<file path="config.mk">
export PLATFORM = sky130hd
export DESIGN_NAME = laser_control_flat
export DESIGN_NICKNAME = d
export VERILOG_FILES = /design/src/rtl/laser_pkg.sv /design/src/rtl/laser_control_if.sv /design/src/rtl/laser_bounce_counter.sv /design/src/rtl/laser_control.sv /design/src/flat_wrapper.sv
export SDC_FILE = /design/constraint.sdc
export NUM_CORES = 1
export LEC_CHECK = 0
export ABC_AREA = 1
export CORE_MARGIN = 4
export CORE_UTILIZATION = 45
export DETAILED_ROUTE_END_ITERATION = 8
export PLACE_DENSITY = 0.75
export SLEW_MARGIN = 20
export SYNTH_ARGS = -nofsm -noshare
export SYNTH_HDL_FRONTEND = slang
export SYNTH_HIERARCHICAL = 1
export SYNTH_SLANG_ARGS = --single-unit
</file>
<file path="constraint.sdc">
create_clock -name clk -period 1.7 [get_ports clk]
set_clock_uncertainty 0.1 [all_clocks]
set_input_delay 0.34 -clock clk [delete_from_list [all_inputs] [get_ports clk]]
set_output_delay 0.34 -clock clk [all_outputs]
set_load 0.005 [all_outputs]
</file>
<file path="src/rtl/laser_pkg.sv">
`default_nettype none
// +-----------------------------------------------------------------------------
// | laser_pkg: shared states, select codes and limits for the laser datapath
// | and its controller. Rev 1.0
// +-----------------------------------------------------------------------------
package laser_pkg;

  typedef enum logic [3:0] {
    ST_IDLE    = 4'd0,
    ST_INIT    = 4'd1,
    ST_DRAW    = 4'd2,
    ST_WAIT    = 4'd3,
    ST_ERASE   = 4'd4,
    ST_PROBE_X = 4'd5,
    ST_PROBE_Y = 4'd6,
    ST_PROBE_D = 4'd7,
    ST_MOVE    = 4'd8,
    ST_DONE    = 4'd9
  } state_e;

  localparam logic [1:0] POS_LOAD = 2'd0;
  localparam logic [1:0] POS_INC  = 2'd1;
  localparam logic [1:0] POS_DEC  = 2'd2;
  localparam logic [1:0] POS_HOLD = 2'd3;

  localparam logic [1:0] OBS_NONE = 2'd0;
  localparam logic [1:0] OBS_X    = 2'd1;
  localparam logic [1:0] OBS_Y    = 2'd2;
  localparam logic [1:0] OBS_D    = 2'd3;

  localparam logic COL_BG    = 1'b0;
  localparam logic COL_LASER = 1'b1;

  localparam logic [7:0] BOUNCE_SAT = 8'hFF;

endpackage
`default_nettype wire

</file>
<file path="src/rtl/laser_control_if.sv">
`default_nettype none
// +-----------------------------------------------------------------------------
// | laser_control_if: controller <-> datapath enables, selects and status flags.
// | Rev 1.0
// +-----------------------------------------------------------------------------
interface laser_control_if;
  logic       xdir;
  logic       ydir;
  logic       timer_done;
  logic       obstacle;
  logic       en_xpos;
  logic       en_ypos;
  logic [1:0] s_xpos;
  logic [1:0] s_ypos;
  logic       en_xdir;
  logic       en_ydir;
  logic       s_xdir;
  logic       s_ydir;
  logic       en_timer;
  logic       s_timer;
  logic       s_color;
  logic [1:0] s_obs_xy;

  modport master (
    input  xdir, ydir, timer_done, obstacle,
    output en_xpos, en_ypos, s_xpos, s_ypos, en_xdir, en_ydir, s_xdir, s_ydir,
           en_timer, s_timer, s_color, s_obs_xy
  );

  modport slave (
    output xdir, ydir, timer_done, obstacle,
    input  en_xpos, en_ypos, s_xpos, s_ypos, en_xdir, en_ydir, s_xdir, s_ydir,
           en_timer, s_timer, s_color, s_obs_xy
  );
endinterface
`default_nettype wire

</file>
<file path="src/rtl/laser_bounce_counter.sv">
`default_nettype none
// +-----------------------------------------------------------------------------
// | laser_bounce_counter: 8-bit saturating bounce counter with synchronous clear.
// | Rev 1.0
// +-----------------------------------------------------------------------------
module laser_bounce_counter
  import laser_pkg::*;
(
  input  wire logic       clk,
  input  wire logic       resetn,
  input  wire logic       clear,
  input  wire logic       inc,
  output logic      [7:0] count
);

  logic [7:0] count_q;
  logic [7:0] count_d;

  always_comb begin
    count_d = count_q;
    if (clear) begin
      count_d = 8'd0;
    end else if (inc && (count_q != BOUNCE_SAT)) begin
      count_d = count_q + 8'd1;
    end
  end

  always_ff @(posedge clk or negedge resetn) begin
    if (!resetn) begin
      count_q <= 8'd0;
    end else begin
      count_q <= count_d;
    end
  end

  assign count = count_q;

endmodule
`default_nettype wire

</file>
<file path="src/rtl/laser_control.sv">
`default_nettype none
// +-----------------------------------------------------------------------------
// | laser_control: sequences draw -> wait -> erase -> probe -> move for the laser
// | datapath, generates the VGA plot strobe and counts bounces. Rev 1.0
// +-----------------------------------------------------------------------------
module laser_control
  import laser_pkg::*;
#(
  parameter logic [7:0] MAX_BOUNCES = 8'd255
) (
  input  wire logic            clk,
  input  wire logic            resetn,
  input  wire logic            go,
  input  wire logic            pause,
  laser_control_if.master      dp,
  output logic                 plot,
  output logic                 busy,
  output logic                 done,
  output logic           [7:0] bounce_count
);

  state_e state_q;
  state_e state_d;
  logic   bounced_q;
  logic   bounced_d;
  logic   cnt_clear;
  logic   cnt_inc;

  laser_bounce_counter u_bounce_counter (
    .clk    (clk),
    .resetn (resetn),
    .clear  (cnt_clear),
    .inc    (cnt_inc),
    .count  (bounce_count)
  );

  always_ff @(posedge clk or negedge resetn) begin
    if (!resetn) begin
      state_q   <= ST_IDLE;
      bounced_q <= 1'b0;
    end else begin
      state_q   <= state_d;
      bounced_q <= bounced_d;
    end
  end

  always_comb begin
    state_d     = state_q;
    bounced_d   = bounced_q;
    cnt_clear   = 1'b0;
    cnt_inc     = 1'b0;
    dp.en_xpos  = 1'b0;
    dp.en_ypos  = 1'b0;
    dp.s_xpos   = POS_LOAD;
    dp.s_ypos   = POS_LOAD;
    dp.en_xdir  = 1'b0;
    dp.en_ydir  = 1'b0;
    dp.s_xdir   = 1'b0;
    dp.s_ydir   = 1'b0;
    dp.en_timer = 1'b0;
    dp.s_timer  = 1'b0;
    dp.s_color  = COL_LASER;
    dp.s_obs_xy = OBS_NONE;
    plot        = 1'b0;
    done        = 1'b0;

    case (state_q)
      ST_IDLE: begin
        if (go) state_d = ST_INIT;
      end
      ST_INIT: begin
        dp.en_xpos  = 1'b1;
        dp.en_ypos  = 1'b1;
        dp.en_xdir  = 1'b1;
        dp.en_ydir  = 1'b1;
        dp.en_timer = 1'b1;
        cnt_clear   = 1'b1;
        state_d     = ST_DRAW;
      end
      ST_DRAW: begin
        plot    = 1'b1;
        state_d = ST_WAIT;
      end
      ST_WAIT: begin
        dp.en_timer = !pause;
        dp.s_timer  = 1'b1;
        // Expiry wins over pause so a paused laser still advances once the delay is up.
        if (dp.timer_done) state_d = ST_ERASE;
      end
      ST_ERASE: begin
        plot       = 1'b1;
        dp.s_color = COL_BG;
        bounced_d  = 1'b0;
        state_d    = ST_PROBE_X;
      end
      ST_PROBE_X: begin
        dp.s_obs_xy = OBS_X;
        if (dp.obstacle) begin
          dp.en_xdir = 1'b1;
          dp.s_xdir  = 1'b1;
          cnt_inc    = 1'b1;
          bounced_d  = 1'b1;
        end
        state_d = ST_PROBE_Y;
      end
      ST_PROBE_Y: begin
        dp.s_obs_xy = OBS_Y;
        if (dp.obstacle) begin
          dp.en_ydir = 1'b1;
          dp.s_ydir  = 1'b1;
          cnt_inc    = 1'b1;
          bounced_d  = 1'b1;
        end
        state_d = ST_PROBE_D;
      end
      ST_PROBE_D: begin
        dp.s_obs_xy = OBS_D;
        // Only a pure corner hit reverses both axes; an axis bounce already handled it.
        if (dp.obstacle && !bounced_q) begin
          dp.en_xdir = 1'b1;
          dp.en_ydir = 1'b1;
          dp.s_xdir  = 1'b1;
          dp.s_ydir  = 1'b1;
          cnt_inc    = 1'b1;
        end
        state_d = ST_MOVE;
      end
      ST_MOVE: begin
        dp.en_xpos  = 1'b1;
        dp.en_ypos  = 1'b1;
        dp.s_xpos   = dp.xdir ? POS_DEC : POS_INC;
        dp.s_ypos   = dp.ydir ? POS_DEC : POS_INC;
        dp.en_timer = 1'b1;
        if ((MAX_BOUNCES != 8'd0) && (bounce_count >= MAX_BOUNCES)) begin
          state_d = ST_DONE;
        end else begin
          state_d = ST_DRAW;
        end
      end
      ST_DONE: begin
        done = 1'b1;
        if (!go) state_d = ST_IDLE;
      end
      default: begin
        state_d = ST_IDLE;
      end
    endcase
  end

  assign busy = (state_q != ST_IDLE) && (state_q != ST_DONE);

endmodule
`default_nettype wire

</file>
<file path="src/flat_wrapper.sv">
// flat-port wrapper written by rule: the top's interface ports become plain ports
module laser_control_flat import laser_pkg::*;
#(
  parameter logic [7:0] MAX_BOUNCES = 8'd255
)
  (clk, resetn, go, pause, plot, busy, done, bounce_count, dp_xdir, dp_ydir, dp_timer_done, dp_obstacle, dp_en_xpos, dp_en_ypos, dp_s_xpos, dp_s_ypos, dp_en_xdir, dp_en_ydir, dp_s_xdir, dp_s_ydir, dp_en_timer, dp_s_timer, dp_s_color, dp_s_obs_xy);
  laser_control_if dp_i ();
  input  wire logic clk;
  input  wire logic resetn;
  input  wire logic go;
  input  wire logic pause;
  output logic plot;
  output logic busy;
  output logic done;
  output logic           [7:0] bounce_count;
  input wire logic [$bits(dp_i.xdir)-1:0] dp_xdir;
  input wire logic [$bits(dp_i.ydir)-1:0] dp_ydir;
  input wire logic [$bits(dp_i.timer_done)-1:0] dp_timer_done;
  input wire logic [$bits(dp_i.obstacle)-1:0] dp_obstacle;
  output wire logic [$bits(dp_i.en_xpos)-1:0] dp_en_xpos;
  output wire logic [$bits(dp_i.en_ypos)-1:0] dp_en_ypos;
  output wire logic [$bits(dp_i.s_xpos)-1:0] dp_s_xpos;
  output wire logic [$bits(dp_i.s_ypos)-1:0] dp_s_ypos;
  output wire logic [$bits(dp_i.en_xdir)-1:0] dp_en_xdir;
  output wire logic [$bits(dp_i.en_ydir)-1:0] dp_en_ydir;
  output wire logic [$bits(dp_i.s_xdir)-1:0] dp_s_xdir;
  output wire logic [$bits(dp_i.s_ydir)-1:0] dp_s_ydir;
  output wire logic [$bits(dp_i.en_timer)-1:0] dp_en_timer;
  output wire logic [$bits(dp_i.s_timer)-1:0] dp_s_timer;
  output wire logic [$bits(dp_i.s_color)-1:0] dp_s_color;
  output wire logic [$bits(dp_i.s_obs_xy)-1:0] dp_s_obs_xy;
  assign dp_i.xdir = dp_xdir;
  assign dp_i.ydir = dp_ydir;
  assign dp_i.timer_done = dp_timer_done;
  assign dp_i.obstacle = dp_obstacle;
  assign dp_en_xpos = dp_i.en_xpos;
  assign dp_en_ypos = dp_i.en_ypos;
  assign dp_s_xpos = dp_i.s_xpos;
  assign dp_s_ypos = dp_i.s_ypos;
  assign dp_en_xdir = dp_i.en_xdir;
  assign dp_en_ydir = dp_i.en_ydir;
  assign dp_s_xdir = dp_i.s_xdir;
  assign dp_s_ydir = dp_i.s_ydir;
  assign dp_en_timer = dp_i.en_timer;
  assign dp_s_timer = dp_i.s_timer;
  assign dp_s_color = dp_i.s_color;
  assign dp_s_obs_xy = dp_i.s_obs_xy;
  laser_control #(.MAX_BOUNCES(MAX_BOUNCES)) u_core (.clk(clk), .resetn(resetn), .go(go), .pause(pause), .dp(dp_i), .plot(plot), .busy(busy), .done(done), .bounce_count(bounce_count));
endmodule
</file>
==> metrics, run 1 <==
proportion of layout cells with a drive suffix above 1 0.545; count of boundary I/O pins 34; sum of net half-perimeters after detailed placement 2390 um; initial antenna violation count 0; placer congestion estimate about 0.84; worst voltage drop across the vdd grid 1220 uV; number of hold violations in the final report 0; first-pass GRT wire length between 6000 and 7000 um; final design utilization 0.962; number of input and output port buffers inserted 33; global-route usage over all layers 0.282; Pins Over Slew Limit 0; power per cell area 1690 nW/um^2; biggest area contributors in the synthesized netlist sky130_fd_sc_hd__dfrtp_1, sky130_fd_sc_hd__nand2_1, sky130_fd_sc_hd__nand3_1, sky130_fd_sc_hd__inv_1, sky130_fd_sc_hd__nor2_1; pin count of the biggest net entering global routing 14; maximum clock frequency 0.500 GHz; flip-flop and latch count after synthesis 13; vias in the first global route 1,374; status finished, violations left; Row Count 16; commonest cells after routing, fill and taps aside sky130_fd_sc_hd__buf_4, sky130_fd_sc_hd__nand2_1, sky130_fd_sc_hd__buf_2; biggest fanout along the worst timing path 5; non-filler instance count after layout 273; TritonRoute pass-1 iters 5; final routed wirelength across all metal layers 6080 um; maximum clock path buffer count 2; Multi-input gate area about 730 um^2; cell chain of the critical path buf_6 -> nand2_4 -> nor2_4 -> nand3_4 -> nand2_1 -> buf_2; kind of critical path flop to output pin; GR Overflow Total 0; clock tree sinks 13; arrival time at the worst endpoint 1.56 ns; total via count in the routed design about 1.7k; total core area 2040 um^2; Final setup viols 29; synthesis-to-finish area growth 93.6%; setup repair after global routing missed its margin yes; Antenna Violating Nets Remaining 0; minimum hold slack 0.248 ns; Worst Path Buf+Inv 2; hold_buf cts 0; Residual DRC 0; TritonCTS clock tree yes; Period minus WS final between 1.5 and 2 ns; number of diodes 0; worst max-slew margin expressed relative to the limit 0.727; synthesized instance count 153; endpoint required time on the critical path 1.26 ns; placed instance area roughly 1500 um^2; sequential area share after synthesis 0.321; initial standard-cell utilization of the core 0.497; fraction of post-synthesis cell area in the top cell type by area 0.321; YS warnings 6; mean instance size in the synthesized netlist 6.63 um^2; cell accounting for the most synthesized area sky130_fd_sc_hd__dfrtp_1; clock latency at the later pin of the worst-skew pair 0.30 ns; fin crit share 1.18; die area 3080 um^2; delay of the slowest cell on the worst path 0.48 ns; commonest non-fill, non-tap cell in the layout sky130_fd_sc_hd__buf_4; DIE WIDTH 55.5 um; number of inserted filler cells in the final layout 49; max-capacitance violation count 0; setup TNS -5.67 ns; mapped cell area 1010 um^2; routed wirelength normalized by instance count about 22 um; post-route cell area roughly 2000 um^2; combined flip-flop and latch cell area 334 um^2; leakage power figure 1.05 nW; family with the most delay on the worst path simple AND/OR/NAND/NOR gates; number of distinct library cells after synthesis 26; NumNets Final 256; DRC marker count from the first detailed-route iteration 223; post-route worst setup slack -0.299 ns; kind of end point of the critical path output pin; slew at the pin closest to its max-slew limit between 0.4 and 0.5 ns; type of the tightest min-delay check primary input to asynchronous set/reset pin; CTS clock-pin slew for the worst setup and hold paths 0.09 ns; vias per inst 6.13; H-tree depth 1; chip height ~55 um; number of nets produced by synthesis 162; total clock buffers created by CTS 3; buffer cell driving the clock tree root sky130_fd_sc_hd__clkbuf_4; Slowest-stage cell, CP sky130_fd_sc_hd__dfrtp_1; number of cells in the design after placement 234; violated checks negative setup slack; element type at the critical path start flop
[power by group]
group          switching (W)  internal, W
registers           0.000156     0.000414
logic                0.00132      0.00122
clock network       0.000125    0.0000879
total                0.00160      0.00172
[through the flow]
| step | total power (W) | setup WS (ns) |
|---|---|---|
| after floorplan | 0.00124 | 0.118 |
| after global placement | 0.00201 | -0.321 |
| after detailed placement | 0.00206 | -0.370 |
| after CTS | 0.00267 | -0.117 |
| after global routing | 0.00343 | -0.329 |
| final | 0.00332 | -0.299 |
[cell families after synthesis]
kind of cell | synth area share
DFF | 0.321
and+or+nand+nor | 0.482
buffers and inverters | 0.106
adders and majority gates | 0.0123
AOI/OAI and AO/OA | 0.0789
[repair_timing]
item                       in CTS  in global routing
pin swaps                      19                 16
setup endpoints to repair      30                 35
buffers inserted               19                 16
gates resized for setup       117                 22
[worst reg2reg max path: stages (launching register included)]
cell,delay (ns)
sky130_fd_sc_hd__dfrtp_2,0.46
sky130_fd_sc_hd__buf_6,0.15
sky130_fd_sc_hd__inv_8,0.07
sky130_fd_sc_hd__buf_4,0.12
sky130_fd_sc_hd__nor2_4,0.04
sky130_fd_sc_hd__o211ai_1,0.34
sky130_fd_sc_hd__nand2_4,0.10
sky130_fd_sc_hd__buf_6,0.14
sky130_fd_sc_hd__nand2_2,0.07
sky130_fd_sc_hd__nand2_4,0.09
sky130_fd_sc_hd__clkinv_4,0.09
sky130_fd_sc_hd__nand2_1,0.06
sky130_fd_sc_hd__nand2_1,0.07
[cell usage after synthesis, drive strengths merged]
library cell,instances
o21ai,3
o211ai,2
clkinv,2
a31oi,1
dfrtp,13
nor2,24
nand2,51
nor3,3
o21bai,2
nand3,19
nor3b,1
a21oi,5
nand3b,2
inv,23
ha,1
buf,1
[area by class of cell]
| type | count | share of cell area |
|---|---|---|
| flip-flops and latches | 13 | 0.170 |
| inverters | 25 | 0.0605 |
| clock inverters | 1 | 0.00255 |
| clock buffers | 3 | 0.0115 |
| well taps | 27 | 0.0172 |
| repair buffers | 90 | 0.367 |
| multi-input cells | 114 | 0.371 |
[flip-flops by register name, summed over array words and instances (netlist names)]
signal	cells
u_core/u_bounce_counter/count	8
u_core/state_q	4
u_core/bounced_q	1
[final timing paths]
| path | end | slack (ns) | cells past startpoint | startpoint |
|---|---|---|---|---|
| max in group asynchronous | u_core/u_bounce_counter/count[5] | 1.06 | 2 | resetn |
| setup / recovery | dp_s_ydir | -0.30 | 6 | u_core/state_q[0] |
| min in group clk | u_core/u_bounce_counter/count[2] | 0.46 | 2 | u_core/u_bounce_counter/count[2] |
| hold reg to reg | u_core/u_bounce_counter/count[2] | 0.46 | 2 | u_core/u_bounce_counter/count[2] |
| setup reg to reg | u_core/u_bounce_counter/count[1] | -0.27 | 12 | u_core/state_q[1] |
| hold / removal | u_core/state_q[1] | 0.25 | 2 | resetn |
[per-layer routing]
metal / track usage / routed length, um
met1: 0.336 / 2040
met5: 0 / 0
met2: 0.503 / 2850
met4: 0.0694 / 479
met3: 0.0676 / 710
No activity file was read; power rests on OpenSTA's default activity.
==> run 2: changes to the inputs <==
Settings changed: CORE_ASPECT_RATIO set to 0.6, HOLD_SLACK_MARGIN set to 0.08.
==> run 2 against run 1 <==
The flow now stops in global routing. Synthesized area unchanged. Synthesized cell count unchanged.
==> metrics, run 2 <==
error msg [ERROR DPL-0033] detailed placement checks failed during check placement.; initial standard-cell utilization of the core 0.512 (+0.0151); number of distinct library cells after synthesis 26 (unchanged); buffer cell driving the clock tree root sky130_fd_sc_hd__clkbuf_8; mapped cell area 1010 um^2 (unchanged); number of cells in the design after placement 233 (-0.43%); hold_buf cts 0 (unchanged); clock tree sinks 13 (unchanged); post-GRT worst EP u_core/u_bounce_counter/count[7]$_DFFE_PN0P_/D; synthesized instance count 153 (unchanged); sequential area share after synthesis 0.321 (unchanged); flip-flop and latch count after synthesis 13 (unchanged); type of pin the worst path ends at register data pin; total clock buffers created by CTS 3 (unchanged); worst slack, placed -0.385 ns (-0.0153 ns); YS warnings 6 (unchanged); library cell with the highest instance count after synthesis sky130_fd_sc_hd__nand2_1; most common library cells after synthesis sky130_fd_sc_hd__nand2_1, sky130_fd_sc_hd__inv_1, sky130_fd_sc_hd__nand3_1, sky130_fd_sc_hd__nor2_1, sky130_fd_sc_hd__dfrtp_1; H-tree depth 1 (unchanged); pin count of the biggest net entering global routing 14; chip height 44.8 um (-19%); mean instance size in the synthesized netlist 6.63 um^2 (unchanged); prevailing post-synth register cell sky130_fd_sc_hd__dfrtp_1; cell accounting for the most synthesized area sky130_fd_sc_hd__dfrtp_1; fraction of post-synthesis cell area in the top cell type by area 0.321 (unchanged); initial antenna violation count 0; sum of net half-perimeters after detailed placement 2650 um (+11%); number of input and output port buffers inserted 33 (unchanged); number of nets produced by synthesis 162 (unchanged); maximum clock path buffer count 2 (unchanged); count of boundary I/O pins 34 (unchanged); biggest area contributors in the synthesized netlist sky130_fd_sc_hd__dfrtp_1, sky130_fd_sc_hd__nand2_1, sky130_fd_sc_hd__nand3_1, sky130_fd_sc_hd__inv_1, sky130_fd_sc_hd__nor2_1; async set-or-reset flop fraction in the synthesized netlist 1.00 (unchanged); placer congestion estimate 0.881 (+4.3%); status did not finish; count of flip-flops with a built-in enable after synthesis 0 (unchanged); DIE WIDTH 69.3 um (+25%); Last stage global routing; Row Count 12 (-4)
==> run 2: cell counts after synthesis <==
No cell type changed its count.
==> run 2: cells by family after synthesis <==
family                     synth area share
DFF                                   0.321
AOI/OAI and AO/OA                    0.0789
adders and majority gates            0.0123
buffers and inverters                 0.106
and+or+nand+nor                       0.482
==> run 2: metrics by stage <==
| step | util | area [um^2] | setup TNS (ns) |
|---|---|---|---|
| floorplan | - | 1010 | 0 |
| global placement | 0.768 | 1520 | -4.39 |
| detailed placement | 0.768 | 1520 | -5.21 |
| CTS | 0.872 | 1730 | -2.05 |
==> run 2: repair_timing <==
action / CTS
endpoints found under the hold margin: 0
setup buffers: 18
gates resized for setup: 101
pin swaps: 13
endpoints found under the setup margin: 27
==> run 3: changes to the inputs <==
Settings changed: CORE_AREA set to 4 4 65 67, CORE_ASPECT_RATIO 0.6 to unset, CORE_MARGIN 4 to unset, CORE_UTILIZATION 45 to unset, DIE_AREA set to 0 0 69 71, HOLD_SLACK_MARGIN 0.08 to unset, PLACE_DENSITY 0.75 to unset, PLACE_DENSITY_LB_ADDON set to 0.15.
==> run 3 against run 2 <==
The flow now finishes, with violations (negative setup slack).
==> metrics, run 3 (synthesized netlist as in run 1, its figures left out) <==
slew at the pin closest to its max-slew limit 0.339 ns; element type at the critical path start flop; GR Overflow Total 0; clock tree sinks 13 (unchanged); die area 4900 um^2; endpoint required time on the critical path 1.78 ns; arrival time at the worst endpoint 1.86 ns; number of input and output port buffers inserted 33 (unchanged); routed wirelength normalized by instance count 11.7 um; pin count of the biggest net entering global routing 14; NumNets Final 239; max FFs per register 8; number of diodes 0; proportion of layout cells with a drive suffix above 1 0.515; kind of critical path flop to flop; TritonCTS clock tree yes; Row Count 22 (+10); number of hold violations in the final report 0; global-route usage over all layers 0.132; biggest fanout along the worst timing path 6; violated checks negative setup slack; final routed wirelength across all metal layers around 3200 um; Period minus WS final roughly 1.8 ns; kind of end point of the critical path flop; CTS clock-pin slew for the worst setup and hold paths about 0.060 ns; type of the tightest min-delay check primary input to asynchronous set/reset pin; DIE WIDTH 69 um (-0.44%); count of boundary I/O pins 34 (unchanged); worst voltage drop across the vdd grid 690 uV; max-capacitance violation count 0; TritonRoute pass-1 iters 4; clock latency at the later pin of the worst-skew pair 0.25 ns; fin crit share 1.05; hold_buf cts 0 (unchanged); initial standard-cell utilization of the core 0.279 (-0.233); vias in the first global route 1,240; DRC marker count from the first detailed-route iteration 33; post-route worst setup slack -0.0829 ns; synthesis-to-finish area growth 85.4%; H-tree depth 1 (unchanged); worst max-slew margin expressed relative to the limit 0.773; chip height 71 um (+59%); commonest cells after routing, fill and taps aside sky130_fd_sc_hd__nand2_1, sky130_fd_sc_hd__buf_4, sky130_fd_sc_hd__clkdlybuf4s50_1, sky130_fd_sc_hd__inv_1; maximum clock path buffer count 2 (unchanged); placer congestion estimate 0.837 (-4.9%); sum of net half-perimeters after detailed placement 2320 um (-12%); status finished, violations left; total core area 3630 um^2; buffer cell driving the clock tree root sky130_fd_sc_hd__clkbuf_8; total via count in the routed design 1,238; setup repair after global routing missed its margin yes; final design utilization 0.518; initial antenna violation count 0; worst slack, placed -0.382 ns (+0.00280 ns); first-pass GRT wire length 5410 um; commonest non-fill, non-tap cell in the layout sky130_fd_sc_hd__nand2_1; Pins Over Slew Limit 0; Residual DRC 0; power per cell area 1550 nW/um^2; leakage power figure 0.939 nW; vias per inst about 4.5; Final setup viols 17; total clock buffers created by CTS 3 (unchanged); Antenna Violating Nets Remaining 0; maximum clock frequency 0.561 GHz
## run 3: power breakdown
group	switching (W)	internal (W)
combinational	0.000957	0.00112
clock	0.000119	0.000166
sequential	0.000132	0.000415
## run 3: worst paths after layout
| kind | start | cells past startpoint | endpoint | slack [ns] |
|---|---|---|---|---|
| worst max-delay path | u_core/state_q[1] | 10 | u_core/u_bounce_counter/count[5] | -0.08 |
| worst min-delay path | resetn | 2 | u_core/u_bounce_counter/count[7] | 0.29 |
| worst max register to register | u_core/state_q[1] | 10 | u_core/u_bounce_counter/count[5] | -0.08 |
| worst min register to register | u_core/u_bounce_counter/count[1] | 2 | u_core/u_bounce_counter/count[1] | 0.45 |
| max in group asynchronous | resetn | 2 | u_core/state_q[3] | 1.01 |
| min in group clk | u_core/u_bounce_counter/count[1] | 2 | u_core/u_bounce_counter/count[1] | 0.45 |
## run 3: per-stage QoR
step	setup TNS [ns]	cell area [um^2]	power (W)	hold slack, ns	std cells
global placement	-4.82	1560	0.00207	0.458	255
global route	-2.34	1880	0.00314	0.310	277
floorplan	0	1010	0.00124	-0.0556	153
detailed placement	-5.28	1560	0.00208	0.462	255
finish	-0.815	1880	0.00291	0.294	277
CTS	-0.459	1720	0.00262	0.300	270
## run 3: area by class of cell
type	count	area, um^2
Inverter	25	108
Fill cell	374	1750
Clock buffer	4	45.0
Tap cell	48	60.1
Timing Repair Buffer	73	614
Multi-Input combinational cell	114	719
Sequential cell	13	335
## run 3: repair_timing
action / 4_1_cts / 5_1_grt
pin swaps: 16 / 12
gates resized for setup: 100 / 32
endpoints found under the setup margin: 27 / 28
cloned: 0 / 0
setup buffers: 11 / 8
## run 3: routing by layer
layer / routed length [um] / GRT usage / up-vias
met1: 1360 / 0.155 / 555
met5: 0 / 0 / -
met4: 66 / 0.0672 / 0
met3: 206 / 0.0270 / 6
li1: - / - / 631
met2: 1610 / 0.228 / 46
## run 3: worst max-delay path: stages, from the launching register on
cell and delay, ns:
sky130_fd_sc_hd__dfrtp_2 0.43, sky130_fd_sc_hd__buf_6 0.12, sky130_fd_sc_hd__nor2_4 0.04, sky130_fd_sc_hd__buf_6 0.11, sky130_fd_sc_hd__o211ai_1 0.31, sky130_fd_sc_hd__nand2_4 0.09, sky130_fd_sc_hd__buf_6 0.13, sky130_fd_sc_hd__nand2_4 0.08
sky130_fd_sc_hd__nand2_8 0.07, sky130_fd_sc_hd__buf_6 0.12, sky130_fd_sc_hd__a21oi_2 0.11
